`src/rtl/wb_hop_sequencer_if.sv`:
```
// Wishbone link between the hop sequencer (master) and the FM generator register slave.
interface wb_hop_sequencer_if;
  logic        cyc;
  logic        stb;
  logic        we;
  logic [1:0]  addr;
  logic [31:0] data;
  logic        ack;
  logic        stall;

  modport master (output cyc, stb, we, addr, data, input ack, stall);
  modport slave  (input cyc, stb, we, addr, data, output ack, stall);
endinterface

```
`src/rtl/wb_hop_sequencer.sv`:
```
// Frequency-hop sequencer: writes table entries to the carrier register, dwells, advances, wraps.
// IDLE wait for enable | FETCH load word | REQ stb out | ACK await ack | DWELL hold | ERR bus timeout
module wb_hop_sequencer #(
  parameter int         TABLE_AW     = 4,
  parameter int         DWELL_WIDTH  = 24,
  parameter int         TIMEOUT      = 16,
  parameter logic [1:0] CARRIER_ADDR = 2'd0
) (
  input  logic                   i_clk,
  input  logic                   i_reset_n,
  input  logic                   i_enable,
  input  logic [TABLE_AW:0]      i_num_hops,
  input  logic [DWELL_WIDTH-1:0] i_dwell,
  input  logic                   i_tbl_we,
  input  logic [TABLE_AW-1:0]    i_tbl_addr,
  input  logic [31:0]            i_tbl_data,
  wb_hop_sequencer_if.master     wb,
  output logic                   o_hop_strobe,
  output logic [TABLE_AW-1:0]    o_hop_index,
  output logic                   o_busy,
  output logic                   o_err
);

  localparam int TW = $clog2(TIMEOUT + 1);
  localparam logic [TW-1:0]          TMO_LOAD = TW'(TIMEOUT - 1);
  localparam logic [TW-1:0]          TMO_ONE  = TW'(1);
  localparam logic [TABLE_AW:0]      HOPS_ONE = (TABLE_AW + 1)'(1);
  localparam logic [TABLE_AW-1:0]    IDX_ONE  = TABLE_AW'(1);
  localparam logic [DWELL_WIDTH-1:0] DW_ONE   = DWELL_WIDTH'(1);

  typedef enum logic [2:0] {IDLE, FETCH, REQ, ACK, DWELL, ERR} state_t;

  state_t                  state;
  logic [31:0]             tbl [2**TABLE_AW];
  logic [TABLE_AW-1:0]     idx;
  logic [TABLE_AW-1:0]     idx_next;
  logic [TABLE_AW:0]       hops_eff;
  logic [DWELL_WIDTH-1:0]  dwell_cnt;
  logic [TW-1:0]           tmo_cnt;
  logic                    cyc_r;
  logic                    stb_r;
  logic [31:0]             data_r;
  logic                    hop_done;

  assign wb.cyc  = cyc_r;
  assign wb.stb  = stb_r;
  assign wb.we   = cyc_r;
  assign wb.addr = CARRIER_ADDR;
  assign wb.data = data_r;
  assign o_busy  = (state != IDLE);

  // Hop count is sampled here at advance time, so a shrink below the current index wraps to 0.
  always_comb begin
    hops_eff = (i_num_hops == '0) ? HOPS_ONE : i_num_hops;
    idx_next = ({1'b0, idx} >= (hops_eff - HOPS_ONE)) ? '0 : idx + IDX_ONE;
    hop_done = wb.ack && (((state == REQ) && !wb.stall) || (state == ACK));
  end

  always_ff @(posedge i_clk) begin
    if (i_tbl_we) tbl[i_tbl_addr] <= i_tbl_data;
  end

  always_ff @(posedge i_clk) begin
    if (!i_reset_n) begin
      state        <= IDLE;
      cyc_r        <= 1'b0;
      stb_r        <= 1'b0;
      data_r       <= '0;
      o_hop_strobe <= 1'b0;
      o_hop_index  <= '0;
      o_err        <= 1'b0;
      idx          <= '0;
      dwell_cnt    <= '0;
      tmo_cnt      <= '0;
    end else begin
      o_hop_strobe <= 1'b0;
      case (state)
        IDLE: begin
          if (i_enable) begin
            state <= FETCH;
            idx   <= '0;
            o_err <= 1'b0;
          end
        end
        FETCH: begin
          data_r <= tbl[idx];
          if (!i_enable) begin
            state <= IDLE;
          end else begin
            state   <= REQ;
            cyc_r   <= 1'b1;
            stb_r   <= 1'b1;
            tmo_cnt <= TMO_LOAD;
          end
        end
        REQ, ACK: begin
          // An accepted transfer always runs to ack; enable only matters once it completes.
          if (hop_done) begin
            cyc_r        <= 1'b0;
            stb_r        <= 1'b0;
            o_hop_strobe <= 1'b1;
            o_hop_index  <= idx;
            dwell_cnt    <= i_dwell;
            state        <= i_enable ? DWELL : IDLE;
          end else if (tmo_cnt == '0) begin
            o_err <= 1'b1;
            cyc_r <= 1'b0;
            stb_r <= 1'b0;
            state <= ERR;
          end else begin
            tmo_cnt <= tmo_cnt - TMO_ONE;
            if ((state == REQ) && !wb.stall) begin
              stb_r <= 1'b0;
              state <= ACK;
            end
          end
        end
        DWELL: begin
          if (!i_enable) begin
            state <= IDLE;
          end else if (dwell_cnt == '0) begin
            state <= FETCH;
            idx   <= idx_next;
          end else begin
            dwell_cnt <= dwell_cnt - DW_ONE;
          end
        end
        ERR: begin
          if (!i_enable) state <= IDLE;
        end
        default: state <= IDLE;
      endcase
    end
  end

endmodule
```
`src/flat_wrapper.sv`:
```
// flat-port wrapper written by rule: the top's interface ports become plain ports
module wb_hop_sequencer_flat 
#(
  parameter int         TABLE_AW     = 4,
  parameter int         DWELL_WIDTH  = 24,
  parameter int         TIMEOUT      = 16,
  parameter logic [1:0] CARRIER_ADDR = 2'd0
)
  (i_clk, i_reset_n, i_enable, i_num_hops, i_dwell, i_tbl_we, i_tbl_addr, i_tbl_data, o_hop_strobe, o_hop_index, o_busy, o_err, wb_cyc, wb_stb, wb_we, wb_addr, wb_data, wb_ack, wb_stall);
  wb_hop_sequencer_if wb_i ();
  input  logic i_clk;
  input  logic i_reset_n;
  input  logic i_enable;
  input  logic [TABLE_AW:0] i_num_hops;
  input  logic [DWELL_WIDTH-1:0] i_dwell;
  input  logic i_tbl_we;
  input  logic [TABLE_AW-1:0] i_tbl_addr;
  input  logic [31:0] i_tbl_data;
  output logic o_hop_strobe;
  output logic [TABLE_AW-1:0] o_hop_index;
  output logic o_busy;
  output logic o_err;
  output wire logic [$bits(wb_i.cyc)-1:0] wb_cyc;
  output wire logic [$bits(wb_i.stb)-1:0] wb_stb;
  output wire logic [$bits(wb_i.we)-1:0] wb_we;
  output wire logic [$bits(wb_i.addr)-1:0] wb_addr;
  output wire logic [$bits(wb_i.data)-1:0] wb_data;
  input wire logic [$bits(wb_i.ack)-1:0] wb_ack;
  input wire logic [$bits(wb_i.stall)-1:0] wb_stall;
  assign wb_cyc = wb_i.cyc;
  assign wb_stb = wb_i.stb;
  assign wb_we = wb_i.we;
  assign wb_addr = wb_i.addr;
  assign wb_data = wb_i.data;
  assign wb_i.ack = wb_ack;
  assign wb_i.stall = wb_stall;
  wb_hop_sequencer #(.TABLE_AW(TABLE_AW), .DWELL_WIDTH(DWELL_WIDTH), .TIMEOUT(TIMEOUT), .CARRIER_ADDR(CARRIER_ADDR)) u_core (.i_clk(i_clk), .i_reset_n(i_reset_n), .i_enable(i_enable), .i_num_hops(i_num_hops), .i_dwell(i_dwell), .i_tbl_we(i_tbl_we), .i_tbl_addr(i_tbl_addr), .i_tbl_data(i_tbl_data), .wb(wb_i), .o_hop_strobe(o_hop_strobe), .o_hop_index(o_hop_index), .o_busy(o_busy), .o_err(o_err));
endmodule
```
`config.mk`:
```
export PLATFORM = sky130hd
export DESIGN_NAME = wb_hop_sequencer_flat
export DESIGN_NICKNAME = d
export VERILOG_FILES = /design/src/rtl/wb_hop_sequencer_if.sv /design/src/rtl/wb_hop_sequencer.sv /design/src/flat_wrapper.sv
export SDC_FILE = /design/constraint.sdc
export NUM_CORES = 1
export LEC_CHECK = 0
export CAP_MARGIN = 25
export CORE_ASPECT_RATIO = 1.4
export CORE_MARGIN = 5
export CORE_UTILIZATION = 40
export CTS_BUF_LIST = sky130_fd_sc_hd__clkbuf_8 sky130_fd_sc_hd__clkbuf_16
export DETAILED_ROUTE_END_ITERATION = 7
export HOLD_SLACK_MARGIN = 0.1
export PLACE_DENSITY_LB_ADDON = 0.1
export RECOVER_POWER = 25
export SLEW_MARGIN = 30
export SYNTH_ARGS = -nofsm -noshare
export SYNTH_HDL_FRONTEND = slang
export SYNTH_SLANG_ARGS = --single-unit
```
`constraint.sdc`:
```
create_clock -name i_clk -period 4.33 [get_ports i_clk]
set_input_delay 1.0825 -clock i_clk [delete_from_list [all_inputs] [get_ports i_clk]]
set_output_delay 1.0825 -clock i_clk [all_outputs]
set_load 0.1 [all_outputs]
```
# Word-level counts from Yosys, hierarchy flattened

Memory sizes are Yosys's and may differ from the RTL's. A register that Yosys moved wholly into a read port is not among the register bits.
Cells that the tools add are included.

Add/sub/neg operators: 4
Order comparisons: 1
Equality and inequality tests: 18
Muxes and demuxes: 39
Reduce and logical (&&, ||, !) cells: 24

Operators with widths:

| operator              | count |
|---|---|
| $mux 24               | 3 |
| $pmux 24 s2           | 1 |
| $logic_not 24->1      | 1 |
| $mux 3                | 8 |
| $sub 24x1->24 const B | 1 |
| $mux 5                | 4 |
| $reduce_and 4->1      | 5 |
| $mux 4                | 4 |
| $pmux 3 s5            | 1 |
| $ne 2x2->1 const B    | 7 |
| $mux 1                | 12 |
| $logic_not 5->1       | 2 |
| $pmux 5 s2            | 1 |
| $sub 5x1->5 const B   | 2 |
| $pmux 4 s2            | 1 |
| $reduce_bool 2->1     | 4 |
| $eq 3x2->1 const B    | 2 |
| $eq 3x3->1 const B    | 2 |
| $ne 2x1->1 const B    | 3 |
| $pmux 1 s2            | 3 |
| $reduce_and 3->1      | 2 |
| $ge 4x5->1            | 1 |
| $add 4x1->4 const B   | 1 |
| $ne 4x1->1 const B    | 1 |
| 11 further kinds      | 14 |

Register bits after elaboration: 44
Bits in writable memories: 512
Input port bits: 71
Output and inout port bits: 44
Logic and storage cells: 96
Memories: 1

Memory list:

| memory     | words | width | read ports | clocked after memory_dff | write ports | RTL line               | source |
|---|---|---|---|---|---|---|---|
| u_core.tbl | 16    | 32    | 1          | 1                        | 1           | wb_hop_sequencer.sv:34 | `logic [31:0] tbl [2**TABLE_AW];` |

# Logic depth before layout (Yosys ltp)

Gate-level depths: netlist (run 1).

Depth after elaboration: 8
Gate-level depth with buffers: 10
Mapped depth without buffers: 10

# Worst setup path before layout (run 1)

No wires, ideal clock.

Path kind: input -> register
Start: in i_tbl_addr[3]
End: mem u_core.tbl[0][0] (enable)
Library setup time: 461 ps
Arrival time: 3801 ps
Data required time: 3869 ps
Setup slack: 68 ps
Stages: 2
Buffers on the path: 0
Cell sequence: or3b_2 > nor3_1

RTL lines:

| item        | RTL line               | source |
|---|---|---|
| from (decl) | flat_wrapper.sv:17     | `input logic [TABLE_AW-1:0] i_tbl_addr;` |
| to (decl)   | wb_hop_sequencer.sv:34 |  |

Straight into the memory's write port.

# Worst setup path after layout (run 1)

Start: reg u_core.state[0]
End: out o_busy

Longest elaborated chain between the ends: 1

Ends and longest elaborated chain:

| item                   | RTL line                | source |
|---|---|---|
| from (decl)            | wb_hop_sequencer.sv:33  | `state_t state;` |
| from (signal assigned) | wb_hop_sequencer.sv:104 | `state <= i_enable ? DWELL : IDLE;` |
| $reduce_bool 3->1      | wb_hop_sequencer.sv:50  | `assign o_busy = (state != IDLE);` |
| to (decl)              | flat_wrapper.sv:21      | `output logic o_busy;` |

Every way passes these cells.

==> results of run 1 <==
[cells in the mapped netlist (all sizes together) (4+ instances only)]
cell / instances
or4: 5
o211ai: 6
ha: 8
nand4: 7
a21o: 13
nor3: 18
a21oi: 40
inv: 44
o31ai: 7
nor2: 42
dfxtp: 76
nand2: 66
nand2b: 10
mux2i: 4
a31oi: 9
buf: 28
clkbuf: 48
edfxtp: 512
nor2b: 5
mux4: 160
nand3: 10
nor4: 8
a211oi: 4
o21ai: 55
[final timing paths]
check                 startpoint                  end  slack, ns  cells past startpoint
min reg2reg    u_core.wb.data[2]    u_core.wb.data[2]       0.45                      2
max              u_core.state[0]               o_busy       0.69                      2
max reg2reg  u_core.dwell_cnt[0]  u_core.dwell_cnt[0]       1.43                      9
min            u_core.wb.data[2]    u_core.wb.data[2]       0.45                      2
[flip-flops by register name, summed over array words and instances (netlist names)]
signal and cells:
u_core.wb.stb 1, u_core.state 3, u_core.tbl 512, u_core.tmo_cnt 5, u_core.wb.data 32, u_core.o_hop_index 4
u_core.idx 4, u_core.o_err 1, u_core.o_hop_strobe 1, u_core.wb.cyc 1, u_core.dwell_cnt 24
[cells by family after synthesis]
| group | after synthesis |
|---|---|
| xor+xnor | 4 |
| fa+ha+maj | 8 |
| other cells | 1 |
| mux | 164 |
| compound gates | 157 |
| simple gates | 189 |
| flops | 588 |
| buf+inv | 121 |
[through the flow]
stage	setup slack (ns)	cell area, um^2	util [%]
2_1_floorplan	0.0679	23100	-
3_3_place_gp	0.826	25400	44.2
3_5_place_dp	0.816	25400	44.2
4_1_cts	0.644	27300	47.5
5_1_grt	0.575	27300	47.6
6_report	0.689	27300	47.6
[where the power goes]
group          switching (mW)  total [mW]  internal (mW)  leakage, nW
clock network            2.12        5.05           2.93        0.990
logic                    1.38        2.02          0.638         2.37
registers               0.112        6.48           6.37         5.25
total                    3.61        13.5           9.93         8.61
[worst max-delay path, cell delays in order, from the launching register on]
cell	delay [ns]
dfxtp_1	0.52
or3_1	0.27
clkdlybuf4s50_1	1.17
[layer usage]
layer | up-vias | share of wire [%] | GRT usage [%]
met1 | 6216 | 41 | 22.2
li1 | 5257 | - | -
met5 | - | 0 | 0
met2 | 238 | 53 | 30.0
met3 | 66 | 3.9 | 2.35
met4 | 0 | 1.8 | 3.96
[cell type report]
| class | count | area, um^2 |
|---|---|---|
| clock inverter | 43 | 393 |
| inverter | 45 | 169 |
| multi-input combinational | 524 | 5820 |
| tap | 742 | 928 |
| clock buffer | 63 | 1520 |
| sequential | 588 | 16900 |
| antenna | 1 | 2.50 |
| fill | 4852 | 30100 |
| timing repair buffer | 152 | 1550 |
==> metrics.cfg, run 1 <==
[yosys]
yosys.area_share.xor_xnor_pct = 0.152
synthesized_instance_count = 1232
synth_warnings = 0
synth-main-ff-cell = edfxtp_1
synth-compound-area-share_pct = 4.27
synth_area_leader_cell = edfxtp_1
mappedNetlistArea_um2 = 23100
synth.top_cell.area_share_pct = 66.5
synth_simple_gate_area_share_pct = 4.01
synth_top_family_by_area = multiplexers
synthAdderAreaFrac_pct = 0.433
netlist-cell-type-count = 63
asyncSetResetFlopFracSynth_pct = 0
synth_top_cells_by_area = edfxtp_1 67%, mux4_2 16%, dfxtp_1 6.6%
synth_seq_cells = 588
post_synth_edffs = 512
synthMuxAreaShare_pct = 15.8
synth_sequential_area_ratio_pct = 73.1
post_synth.cell_area_avg_um2 = 18.8

[timing]
clock_skew_ns = 0.0157
timing.fmax_mhz = 275
final_tns_setup_ns = 0
layout_min_cycle_time_ns = 3.64
hold_ws_ns = 0.450
final_hold_vios = 0
worst_slew_margin_rel_pct = 31.4
timing.final.crit_share_pct = 84.1
worstMarginPinSlew_ns = 1.03
rsz0062_at_grt = false
drv_slew = 0
finalSetupViolations = 0

[power]
cellLeakagePower_nw = 8.61
cellPowerDensity_nw_per_um2 = 496
finalPower_mw = 13.5
vdd.ir_drop.worst_mv = 0.329

[cts]
clockRootBuffer = clkbuf_16
post_cts_resize_count = 0
worstSkewPairLatency_ns = 0.61
clkSlewWorstSetupHoldPaths_ns = 0.06
htree_num_levels = 2
cts-buffers-inserted = 57
clock_sinks = 588
postCtsHoldBufs = 0
number_of_setup_buffers_added_after_cts = 0
tritoncts = built
clock_path_buffers = 3

[die]
io-pin-count = 115
floorplan.rows = 104
floorplan.die.width_um = 213
floorplan.core_area_um2 = 57400
dieArea_um2 = 62700
start_util_pct = 40.3
dieHeight_um = 294

[route]
viasPerCell = 5.46
first_iter_violations = 939
routed_wire_length_per_instance_um = 24.5
detailroute.via_count = 11800
antenna_violating_nets_post_route = 0
dr.pass1.iters = 5
postRouteWirelength_um = 53000
drc = 0

[global_route]
grt_max_degree = 57
antenna_found_initial = 2
grt_pass1_vias = 12400
grt_pass1_wl_um = 79800
global_route_total_overflow = 0
groute.usage.overall_pct = 16.9

[setup_path]
endpoint_kind = primary output
worst-endpoint-required_ns = 3.25
cp_data_arrival_time_ns = 2.56
timing_worst_setup_path_type = reg2out
critPathMaxFanout = 11
cp-start-kind = flip-flop

[run_status]
status = finished clean

[placed_design]
dp.cells = 2050
routabilityCongestion = 0.811
detailed_place_hpwl_um = 30800
placement.io_buffers = 112

[cells_and_area]
leading_cell_type_in_the_layout_fill_and_taps_excluded = edfxtp_1
design.final.nets = 1447
fin_cells = 2158
commonest_non_fill_non_tap_cells_in_the_layout = 512 x edfxtp_1, 160 x mux4_2, 91 x clkdlybuf4s50_1, 72 x dfxtp_1, 66 x nand2_1
syn2layout_area_growth_pct = 18.1
fraction_of_layout_instances_using_a_drive_strength_above_1_pct = 22.5

[worst_hold_path]
hold_path.class = reg2reg

[flow_run]
drv.max_cap_violation_count = 0

(Power assumes the default switching activity.)
==> run 2: changes to the inputs <==
clock period = 3.8 ns   (was 4.33 ns; I/O delays follow)
==> run 2 against run 1 <==
  * Design area is 0.57% higher
  * Cell count rose by 0.19%
  * Critical path depth fell by 1
  * Sequential share of layout area decreased by 0.35 points
  * Critical path type unchanged
  * Critical endpoint is now wb_cyc
  * Largest cell class unchanged
  * Largest power group unchanged
  * Highest routed layer is now met5
==> metrics.cfg, run 2 (synthesized netlist as in run 1, its figures left out) <==
[die]
floorplan.rows = 104
start_util_pct = 40.3
floorplan.core_area_um2 = 57400
io-pin-count = 115
floorplan.die.width_um = 213
dieHeight_um = 294
dieArea_um2 = 62700

[global_route]
global_route_total_overflow = 0
grt_pass1_wl_um = 80000
groute.usage.overall_pct = 17.0
grt_max_degree = 42
grt_pass1_vias = 12500
antenna_found_initial = 6

[power]
cellPowerDensity_nw_per_um2 = 564
vdd.ir_drop.worst_mv = 0.393
cellLeakagePower_nw = 8.71

[timing]
drv_slew = 0
layout_min_cycle_time_ns = 3.06
timing.fmax_mhz = 327
timing.final.crit_share_pct = 80.5
clock_skew_ns = 0.0204
worst_slew_margin_rel_pct = 32.3
final_tns_setup_ns = 0
rsz0062_at_grt = false
final_hold_vios = 0
finalSetupViolations = 0
worstMarginPinSlew_ns = 1.01

[placed_design]
detailed_place_hpwl_um = 30100
routabilityCongestion = 0.782
placement.io_buffers = 112
place_area_um2 = 25500

[setup_path]
timing_worst_setup_path_type = reg2out
worst-endpoint-required_ns = 2.85
r2r-start = u_core.dwell_cnt[0]
cp_data_arrival_time_ns = 2.11
critical_path.max_stage_delay_ns = 1.15
worst-path-buf-inv = 1
cp_cell_sequence = clkdlybuf4s50_1
critPathMaxFanout = 3
worst_reg2reg_endpoint = u_core.dwell_cnt[0]
timing.reg2reg.setup_slack_ns = 1.03
cpLargestDelayFamily = buffers and inverters
cp-start-kind = flip-flop
reg2regPathDepth = 9
critical-path-slowest-cell = clkdlybuf4s50_1
endpoint_kind = primary output

[route]
antenna_violating_nets_post_route = 0
postRouteWirelength_um = 53300
dr_wl_met3_um = 2400
first_iter_violations = 1122
detailroute.via_count = 11900
total_routed_wire_length_on_the_met1_layer_um = 22200
routed_wire_length_per_instance_um = 24.6
drc = 0
viasPerCell = 5.52
route.top_layer_used = met5
wl_met2_um = 27600
dr.pass1.iters = 5

[cells_and_area]
commonest_non_fill_non_tap_cells_in_the_layout = 512 x edfxtp_1, 160 x mux4_2, 87 x clkdlybuf4s50_1, 72 x dfxtp_1
fraction_of_layout_instances_using_a_drive_strength_above_1_pct = 23.0
count_of_antenna_diodes_in_the_layout = 0
design.final.nets = 1450
leading_cell_type_in_the_layout_fill_and_taps_excluded = edfxtp_1
post_route_cell_area_um2 = 27400
syn2layout_area_growth_pct = 18.8
max_flop_register = u_core.tbl
largest_register_ff_count = 512

[cts]
tritoncts = built
postCtsHoldBufs = 0
clockRootBuffer = clkbuf_16
clkSlewWorstSetupHoldPaths_ns = 0.06
number_of_setup_buffers_added_after_cts = 0
post_cts_resize_count = 0
clock_path_buffers = 3
cts-buffers-inserted = 57
worstSkewPairLatency_ns = 0.61
clock_sinks = 588
htree_num_levels = 2

[worst_hold_path]
hold_path.class = reg2reg
timing.hold.worst.start = u_core.wb.data[10]
min_path_cells = 2
hold_path_end = u_core.wb.data[10]

[run_status]
status = finished clean

[flow_run]
drv.max_cap_violation_count = 0

## run 2: cell count changes in the layout (fill, tap and decap cells not counted), sizes merged, moves of 2 or more
cell           previous run  this run
clkinv                   18        11
buf                      40        48
clkdlybuf4s50            91        87
inv                      60        68
clkbuf                   63        66
clkinvlp                  3         1
## run 2: worst max-delay path by stage
| stage | start | end | slack [ns] | cells after the start |
|---|---|---|---|---|
| after floorplan | i_tbl_we | u_core.tbl[12][0] | 0.05 | 2 |
| after global placement | i_num_hops[4] | u_core.idx[1] | 0.44 | 9 |
| final | u_core.wb.cyc | wb_cyc | 0.74 | 1 |
| after detailed placement | i_num_hops[4] | u_core.idx[1] | 0.44 | 9 |
| after global routing | u_core.wb.cyc | wb_cyc | 0.65 | 1 |
| after CTS | u_core.wb.cyc | wb_cyc | 0.67 | 1 |
## run 2: layout make-up
cell class | count | area (um^2)
Clock buffer | 66 | 1550
Inverter | 45 | 169
Sequential cell | 588 | 16900
Tap cell | 742 | 928
Multi-Input combinational cell | 524 | 5840
Timing Repair Buffer | 155 | 1650
Clock inverter | 42 | 395
Fill cell | 4845 | 29900
## run 2: per-stage QoR
stage          setup slack, ns  util, %  total power [mW]  instances  hold WS, ns
2_1_floorplan           0.0482        -              9.16       1233        0.425
3_3_place_gp             0.442     44.4              9.83       2054        0.432
3_5_place_dp             0.436     44.4              9.85       2054        0.442
4_1_cts                  0.670     47.8              15.7       2162        0.456
5_1_grt                  0.646     47.8              16.1       2162        0.476
6_report                 0.740     47.8              15.5       2162        0.448
## run 2: per-layer routing
layer	GRT usage, %	vias up
met4	4.24	6
li1	-	5252
met2	29.6	272
met1	22.4	6316
met3	2.83	82
met5	0	-
## run 2: power by group
part | internal, mW | total (mW) | switching, mW
Clock | 3.38 | 5.78 | 2.40
Sequential | 7.25 | 7.39 | 0.141
Combinational | 0.732 | 2.29 | 1.56
Total | 11.4 | 15.5 | 4.10
==> run 3: changes to the inputs <==
clock period = 3.2 ns   (was 3.8 ns; I/O delays follow)
==> run 3 against run 2 <==
  * Die area stayed put
  * Largest power group unchanged
  * Sequential cell count stayed put
  * Setup slack worse by 0.22 ns
  * Critical path type is now reg2reg
==> metrics.cfg, run 3 (synthesized netlist as in run 1, its figures left out) <==
[timing]
rsz0062_at_grt = false
finalSetupViolations = 0
final_tns_setup_ns = 0
timing.fmax_mhz = 373
worst_slew_margin_rel_pct = 34.8
worstMarginPinSlew_ns = 0.978
clock_skew_ns = 0.0211
final_hold_vios = 0
layout_min_cycle_time_ns = 2.68
worst_slack_ns = 0.520
hold_ws_ns = 0.450
timing.final.crit_share_pct = 83.8
drv_slew = 0

[setup_path]
critical_path.max_stage_delay_ns = 0.68
timing_worst_setup_path_type = reg2reg
worst_reg2reg_endpoint = u_core.idx[3]
worst-endpoint-required_ns = 3.68
reg2regPathDepth = 7
cp_data_arrival_time_ns = 3.16
endpoint_kind = flip-flop
crit_cells = 7
worst-path-buf-inv = 1
cp_cell_sequence = inv_1 -> ha_1 -> or4b_2 -> or2_2 -> o41ai_4 -> a21boi_1 -> o21ai_1
timing.reg2reg.setup_slack_ns = 0.52
cpLargestDelayFamily = simple AND/OR/NAND/NOR gates
r2r-start = u_core.dwell_cnt[0]
capture_point_of_the_critical_path = u_core.idx[3]
critical-path-slowest-cell = or4b_2
cp-start-kind = flip-flop
crit_path_start = u_core.dwell_cnt[0]
critPathMaxFanout = 9

[cts]
tritoncts = built
worstSkewPairLatency_ns = 0.61
cts-buffers-inserted = 57
postCtsHoldBufs = 0
htree_num_levels = 2
number_of_setup_buffers_added_after_cts = 0
clockRootBuffer = clkbuf_16
clock_path_buffers = 3
post_cts_resize_count = 0
clkSlewWorstSetupHoldPaths_ns = 0.07
clock_sinks = 588

[cells_and_area]
fillCellCount = 4851
commonest_non_fill_non_tap_cells_in_the_layout = 512 x edfxtp_1, 160 x mux4_2, 72 x dfxtp_1, 70 x buf_4, 66 x nand2_1
design.final.nets = 1459
max_flop_register = u_core.tbl
leading_cell_type_in_the_layout_fill_and_taps_excluded = edfxtp_1
largest_register_ff_count = 512
fraction_of_layout_instances_using_a_drive_strength_above_1_pct = 26.2
syn2layout_area_growth_pct = 18.4

[power]
power.net_switching_mw = 4.84
cellPowerDensity_nw_per_um2 = 653
cellInternalPower_mw = 13.0
power_switching_share_pct = 27.1
vdd.ir_drop.worst_mv = 0.445
cellLeakagePower_nw = 8.73
power.share.sequential_pct = 49.1
power_frac_clock_pct = 35.7
portion_of_total_power_attributed_to_combinational_logic_pct = 15.2

[die]
io-pin-count = 115
floorplan.die.width_um = 213
start_util_pct = 40.3
dieArea_um2 = 62700
floorplan.rows = 104
dieHeight_um = 294
floorplan.core_area_um2 = 57400

[route]
antenna_violating_nets_post_route = 0
first_iter_violations = 987
dr.pass1.iters = 5
viasPerCell = 5.46
postRouteWirelength_um = 52400
drc = 0
routed_wire_length_per_instance_um = 24.2
detailroute.via_count = 11800

[global_route]
global_route_total_overflow = 0
grt_max_degree = 45
antenna_found_initial = 5
grt_pass1_vias = 12600
groute.usage.overall_pct = 16.8
grt_pass1_wl_um = 79100

[worst_hold_path]
hold_path.class = reg2reg

[run_status]
status = finished clean

[placed_design]
routabilityCongestion = 0.794
placement.io_buffers = 112
detailed_place_hpwl_um = 30000
place_worst_setup_slack_ns = 0.0304

[flow_run]
drv.max_cap_violation_count = 0

-- run 3: cell count changes in the layout (fill, tap and decap cells not counted), sizes merged --
cell           before  now
dlygate4sd3        20   19
bufinv              7    1
clkinvlp            1    3
buf                48   94
inv                68   57
clkdlybuf4s50      87   51
clkinv             11   23
diode               0    1
-- run 3: worst min path at each step --
| stage | start | endpoint | slack (ns) | cells after the start |
|---|---|---|---|---|
| 6_report | u_core.tmo_cnt[4] | u_core.tmo_cnt[4] | 0.45 | 2 |
| 5_1_grt | u_core.tmo_cnt[4] | u_core.tmo_cnt[4] | 0.47 | 2 |
| 3_5_place_dp | u_core.wb.data[20] | u_core.wb.data[20] | 0.44 | 2 |
| 4_1_cts | u_core.tmo_cnt[4] | u_core.tmo_cnt[4] | 0.46 | 2 |
| 2_1_floorplan | u_core.tmo_cnt[4] | u_core.tmo_cnt[4] | 0.42 | 2 |
| 3_3_place_gp | u_core.wb.data[14] | u_core.wb.data[14] | 0.43 | 2 |
-- run 3: tightest hold or removal path, cell delays in order (launching register included) --
cell and delay [ns]:
dfxtp_1 0.31, nand3_1 0.06, a31oi_1 0.04
-- run 3: cell type report --
class,instances,area (um^2),area share [%]
diodes,1,2.50,0.00915
clock buffers,66,1560,5.71
clock inverters,39,226,0.828
inverters,45,169,0.618
multi-input cells,524,5850,21.4
flip-flops and latches,588,16900,61.8
well taps,742,928,3.39
repair buffers,164,1710,6.24
-- run 3: power by group through the flow --
| stage | clock network (mW) | logic (mW) | registers, mW |
|---|---|---|---|
| 6_report | 6.38 | 2.71 | 8.78 |
| 5_1_grt | 6.90 | 2.89 | 8.80 |
| 3_3_place_gp | 0 | 2.75 | 8.93 |
| 2_1_floorplan | 0 | 1.33 | 9.55 |
| 4_1_cts | 6.59 | 2.76 | 8.78 |
| 3_5_place_dp | 0 | 2.76 | 8.94 |
-- run 3: metrics by stage --
| stage | util (%) | cells | total power, mW | instance area, um^2 |
|---|---|---|---|---|
| 2_1_floorplan | - | 1233 | 10.9 | 23100 |
| 3_3_place_gp | 44.5 | 2063 | 11.7 | 25600 |
| 3_5_place_dp | 44.5 | 2063 | 11.7 | 25600 |
| 4_1_cts | 47.7 | 2168 | 18.1 | 27300 |
| 5_1_grt | 47.7 | 2168 | 18.6 | 27300 |
| 6_report | 47.7 | 2169 | 17.9 | 27400 |
-- run 3: per-layer routing --
| layer | vias up | global-route usage [%] | wire (um) |
|---|---|---|---|
| met5 | - | 0 | 13 |
| met4 | 2 | 4.19 | 1170 |
| met3 | 79 | 2.69 | 2390 |
| met2 | 261 | 29.5 | 27100 |
| met1 | 6220 | 21.9 | 21700 |
| li1 | 5271 | - | - |
